<file path="src/rtl/cont_dec.sv">
// cont_dec: divides clk_in by 2*HALF_PERIOD into a registered 50%-duty clk_out with a toggle tick
module cont_dec #(
    parameter int HALF_PERIOD = 10,
    parameter int CNT_W       = $clog2(HALF_PERIOD)
) (
    input  logic             clk_in,
    input  logic             reset,
    output logic             clk_out,
    output logic [CNT_W-1:0] count,
    output logic             tick
);
    localparam logic [CNT_W-1:0] LAST = CNT_W'(HALF_PERIOD - 1);
    localparam logic [CNT_W-1:0] ONE  = CNT_W'(1);
    logic [CNT_W-1:0] count_d, count_q;
    logic             clk_out_d, clk_out_q;
    logic             tick_d, tick_q;
    // advance the edge counter; at the last edge of a half period wrap, toggle and pulse tick
    always_comb begin
        count_d   = count_q + ONE;
        clk_out_d = clk_out_q;
        tick_d    = 1'b0;
        if (count_q == LAST) begin
            count_d   = '0;
            clk_out_d = ~clk_out_q;
            tick_d    = 1'b1;
        end else if (count_q > LAST) begin
            count_d = '0;
        end
    end
    // state flops; reset clears everything at once so clk_out can never be high in reset
    always_ff @(posedge clk_in or negedge reset) begin
        if (!reset) begin
            count_q   <= '0;
            clk_out_q <= 1'b0;
            tick_q    <= 1'b0;
        end else begin
            count_q   <= count_d;
            clk_out_q <= clk_out_d;
            tick_q    <= tick_d;
        end
    end
    assign clk_out = clk_out_q;
    assign count   = count_q;
    assign tick    = tick_q;
endmodule

</file>
<file path="config.mk">
export PLATFORM = sky130hd
export DESIGN_NAME = cont_dec
export DESIGN_NICKNAME = d
export VERILOG_FILES = /design/src/rtl/cont_dec.sv
export SDC_FILE = /design/constraint.sdc
export NUM_CORES = 1
export LEC_CHECK = 0
export BUFFER_PORTS_ARGS = -buffer_cell sky130_fd_sc_hd__clkbuf_2
export CORE_AREA = 2 2 39 41
export CTS_CLUSTER_SIZE = 24
export DETAILED_ROUTE_END_ITERATION = 6
export DIE_AREA = 0 0 41 43
export GPL_TIMING_DRIVEN = 0
export REMOVE_ABC_BUFFERS = 1
export SLEW_MARGIN = 10
export SYNTH_ARGS = -nofsm -noshare
export SYNTH_HDL_FRONTEND = slang
export SYNTH_SLANG_ARGS = --single-unit
export TNS_END_PERCENT = 20
</file>
<file path="constraint.sdc">
create_clock -name clk_in -period 2 [get_ports clk_in]
set_clock_uncertainty 0.05 [all_clocks]
set_input_delay 0.1 -clock clk_in [delete_from_list [all_inputs] [get_ports clk_in]]
set_output_delay 0.1 -clock clk_in [all_outputs]
set_load 0.01 [all_outputs]
</file>
Yosys cells after proc, flatten, opt, wreduce, memory -nomap -nowiden

Index checks and enable logic that the tools add are counted.

Memories: 0
Bits in writable memories: 0
Bits in read-only memories: 0
Bits of input ports: 2
Word-level logic and storage cells: 10
Output and inout bits: 6
Flip-flop bits (word level): 6
Bits in latches: 0

Equal/unequal tests: 1
$mul: 0
Divide/modulo/power cells: 0
Reductions and logical operators: 0
Shifts and indexed selects: 0
$lt $le $gt $ge: 1
Add/subtract/negate cells: 1
Mux-type cells: 3
Bitwise logic cells: 1

Operator list:

| operator                                              | number |
|---|---|
| 2-to-1 mux 4 bit                                      | 2 |
| adder 4 x 1 -> 4 bit (second input constant)          | 1 |
| equality test 4 bit (second input constant)           | 1 |
| greater-than comparator 4 bit (second input constant) | 1 |
| 2-to-1 mux 1 bit                                      | 1 |
| inverter 1 bit                                        | 1 |

Longest topological paths before layout

Depth after elaboration: 3
Gate-level depth with buffers: 5
Mapped depth without buffers: 5

Worst setup path after synthesis

OpenSTA, ideal clock, no wires.

Kind: register to register
Start point: register count_q[0] (netlist: count[0])
End point: register count_q[2] (netlist: count[2])
Stages on the path, launching flop included: 6
Setup slack: 795 ps
Arrival time: 1037 ps
Library setup time: 118 ps
Data required time: 1832 ps
Clock period less this slack: 1205 ps
Buffers on the path: 0
Cell sequence: dfrtp_1 inv_1 ha_1 nand2b_4 a21oi_1 a21o_1

Word-level cells in the longest chain between the ends: 3
Elaborated cells between the ends (all ways): 5
Those cells by class: add/sub: 1; order compare: 1; eq/ne: 1; mux: 2

Ends and longest elaborated chain:

| what                                                                  | RTL line | source |
|---|---|---|
| from (decl)                                                           | 14       | `logic [CNT_W-1:0] count_d, count_q;` |
| from (signal assigned)                                                | 37       | `count_q <= count_d;` |
| adder 4 x 1 -> 4 bit or greater-than comparator 4 bit (tied branches) | 19, 26   |  |
| 2-to-1 mux 4 bit                                                      | 26       | `end else if (count_q > LAST) begin` |
| 2-to-1 mux 4 bit (*)                                                  | 22       | `if (count_q == LAST) begin` |
| net count_d[2]                                                        | 14       |  |

The timed path passes the listed nets; every way through them passes the cells marked *.
A chain may end at the register's enable or synchronous reset.

Final worst setup path

Start point: register count_q[1] (netlist: count[1])
End point: register count_q[2] (netlist: count[2])

The elaborated chain is that of the path after synthesis.

==> impl_metrics.json <==
{
  "ctsRootBufferMaster": "clkbuf_4",
  "tns_ns": 0,
  "design_area_um2": 390.4,
  "final_nets": 42,
  "crit_type": "flip-flop to flip-flop",
  "grt_use_total": 0.07794,
  "drt_iter0_drc": 0,
  "via_per_inst": 3.745,
  "cts_num_sinks": 6,
  "core-area_mm2": 0.001384,
  "die_h_um": 43,
  "required_ns": 2.08,
  "wl_um": 491,
  "hpwl_um": 414,
  "synth.avg_cell_area_um2": 12.62,
  "drv_slew": 0,
  "fmax_mhz": 818.4,
  "routabilityCongestion": 0.7157,
  "end_kind": "flip-flop",
  "async_flop_share": 1.000,
  "grt_setup_unrepaired": "no",
  "synthCells": 24,
  "port_buffers": 7,
  "max_cap_viol_count": 0,
  "grt-ovfl-total": 0,
  "yosysWarnings": 0,
  "die_w_um": 41,
  "yosysTopAreaCell": "dfrtp_1",
  "ios": 8,
  "grt_pass1_vias": 212,
  "relSlewSlack": 0.8748,
  "tightest_slew_ns": 0.1877,
  "final_layout_size_suffix_gt1_frac": 0.4000,
  "die_area_mm2": 0.001763,
  "drc": 0,
  "rows": 14,
  "dpl_cell_area_um2": 357.8,
  "antenna_found_initial": 0,
  "yosys.cell_count.top_type": "dfrtp_1",
  "ir_worst_vdd_uv": 243.6,
  "final.min_clock_period_ns": 1.222,
  "leakagePower_nw": 0.2202,
  "setup_viol": 0,
  "wl_per_cell_um": 9.627,
  "yosysTopAreaCellShare": 0.4959,
  "p_per_area_mw_per_mm2": 600.9,
  "grt_max_degree": 7,
  "synth-main-ff-cell": "dfrtp_1",
  "clk_latency_ns": 0.24,
  "cp-start-kind": "flip-flop",
  "synth_cell_type_count": 13,
  "synth-edff-count": 0,
  "setup_ws_ns": 0.7781,
  "crit_arrival_ns": 1.30,
  "vias": 191,
  "finalHoldViolCount": 0,
  "outcome": "finished, final reports clean",
  "antenna_cells": 0,
  "cts_buffer_depth": 2,
  "synth.area.top_cells": "dfrtp_1, ha_1, nand2b_4, o32ai_2, and2_1",
  "cp_max_fo": 3,
  "cts_tree": "yes",
  "tritoncts.num_buffers": 3,
  "start_util": 0.2188,
  "yosys-top-cells-count": "dfrtp_1, ha_1, inv_1",
  "area_growth_pct": 28.93,
  "hp-class": "input port to asynchronous set/reset pin",
  "grt_pass1_wl_um": 876,
  "cts.htree.levels": 1,
  "ys_seq_elements": 6,
  "clkTransAtPathRegs_ns": 0.04,
  "postCtsSetupBuffers": 0,
  "dr.pass1.iters": 1,
  "yosysSeqAreaShare": 0.4959,
  "ant_nets": 0,
  "syn_area_um2": 302.8,
  "period_share": 0.6110,
  "place_worst_setup_slack_ns": 0.7760
}
==> final cells by class <==
cell class | instances | area (um^2)
repair buffers | 8 | 45.04
fillers | 153 | 993.5
well taps | 16 | 20.02
clock buffers | 3 | 22.52
inverters | 3 | 11.26
flip-flops and latches | 6 | 150.1
multi-input cells | 15 | 141.4
==> logic make-up (layout without fill, tap and decap cells) <==
| family | count (synthesis) | after routing | synth area share |
|---|---|---|---|
| XOR/XNOR | 1 | 1 | 0.02893 |
| flip-flops | 6 | 6 | 0.4959 |
| adder cells (fa/ha/maj) | 3 | 3 | 0.1240 |
| AND/OR/NAND/NOR | 7 | 7 | 0.2025 |
| buffers and inverters | 3 | 14 | 0.03719 |
| AO/OA/AOI/OAI | 4 | 4 | 0.1116 |
==> path summary, 6_finish.rpt <==
path | startpoint | endpoint | slack [ns] | cells after the start
min in group clk_in | clk_out | clk_out | 0.42 | 1
max reg2reg | count[1] | count[2] | 0.78 | 5
min reg2reg | clk_out | clk_out | 0.42 | 1
max | count[1] | count[2] | 0.78 | 5
max in group asynchronous | reset | count[1] | 1.58 | 2
min | reset | tick | 0.17 | 2
==> layer usage <==
metal  GRT usage  up-vias  part of all wire
met3     0.03141        0             0.079
met5           0        -                 0
met2     0.08750        8              0.40
met4     0.06000        0                 0
met1      0.1122       83              0.52
li1            -      100                 -
==> repair_timing <==
action,4_1_cts,5_1_grt
resized for setup,0,0
hold endpoints to repair,6,0
endpoints found under the setup margin,0,0
hold buffers,1,0
==> sequential cells by signal, indices dropped and copies added, names as in the netlist <==
register / count
count: 4
tick: 1
clk_out: 1
==> worst max-delay path, cell delays in order, from the launching register on <==
cell and delay, ns:
dfrtp_1 0.39, inv_1 0.11, ha_1 0.18, nand2b_4 0.14, a21oi_1 0.06, a21o_1 0.18
==> through the flow <==
stage / std cells / utilization / power (mW) / hold slack [ns]
floorplan: 24 / - / 0.1236 / -0.2456
global placement: 47 / 0.2586 / 0.1266 / -0.1199
detailed placement: 47 / 0.2586 / 0.1268 / -0.1129
CTS: 51 / 0.2821 / 0.2426 / 0.1632
global route: 51 / 0.2821 / 0.2502 / 0.1671
finish: 51 / 0.2821 / 0.2346 / 0.1685
==> power by group <==
| part | leakage, nW | switching (mW) | total (mW) | internal [mW] |
|---|---|---|---|---|
| clock | 0.0138 | 0.0406 | 0.108 | 0.0677 |
| sequential | 0.0757 | 0 | 0.122 | 0.122 |
| combinational | 0.131 | 0.00248 | 0.00444 | 0.00196 |
| total | 0.220 | 0.0431 | 0.235 | 0.191 |
==> placed cells by master, fill, tap and decap left out <==
master         count
a21o_1             1
a21oi_1            1
and2_1             2
clkbuf_2           7
clkbuf_4           3
dfrtp_1            6
dlygate4sd3_1      1
ha_1               3
inv_1              3
nand2b_1           1
nand2b_4           2
nor2_1             1
nor2_4             1
o21ai_1            1
o32ai_2            1
xor2_1             1
Power figures use the tool's default switching activity.
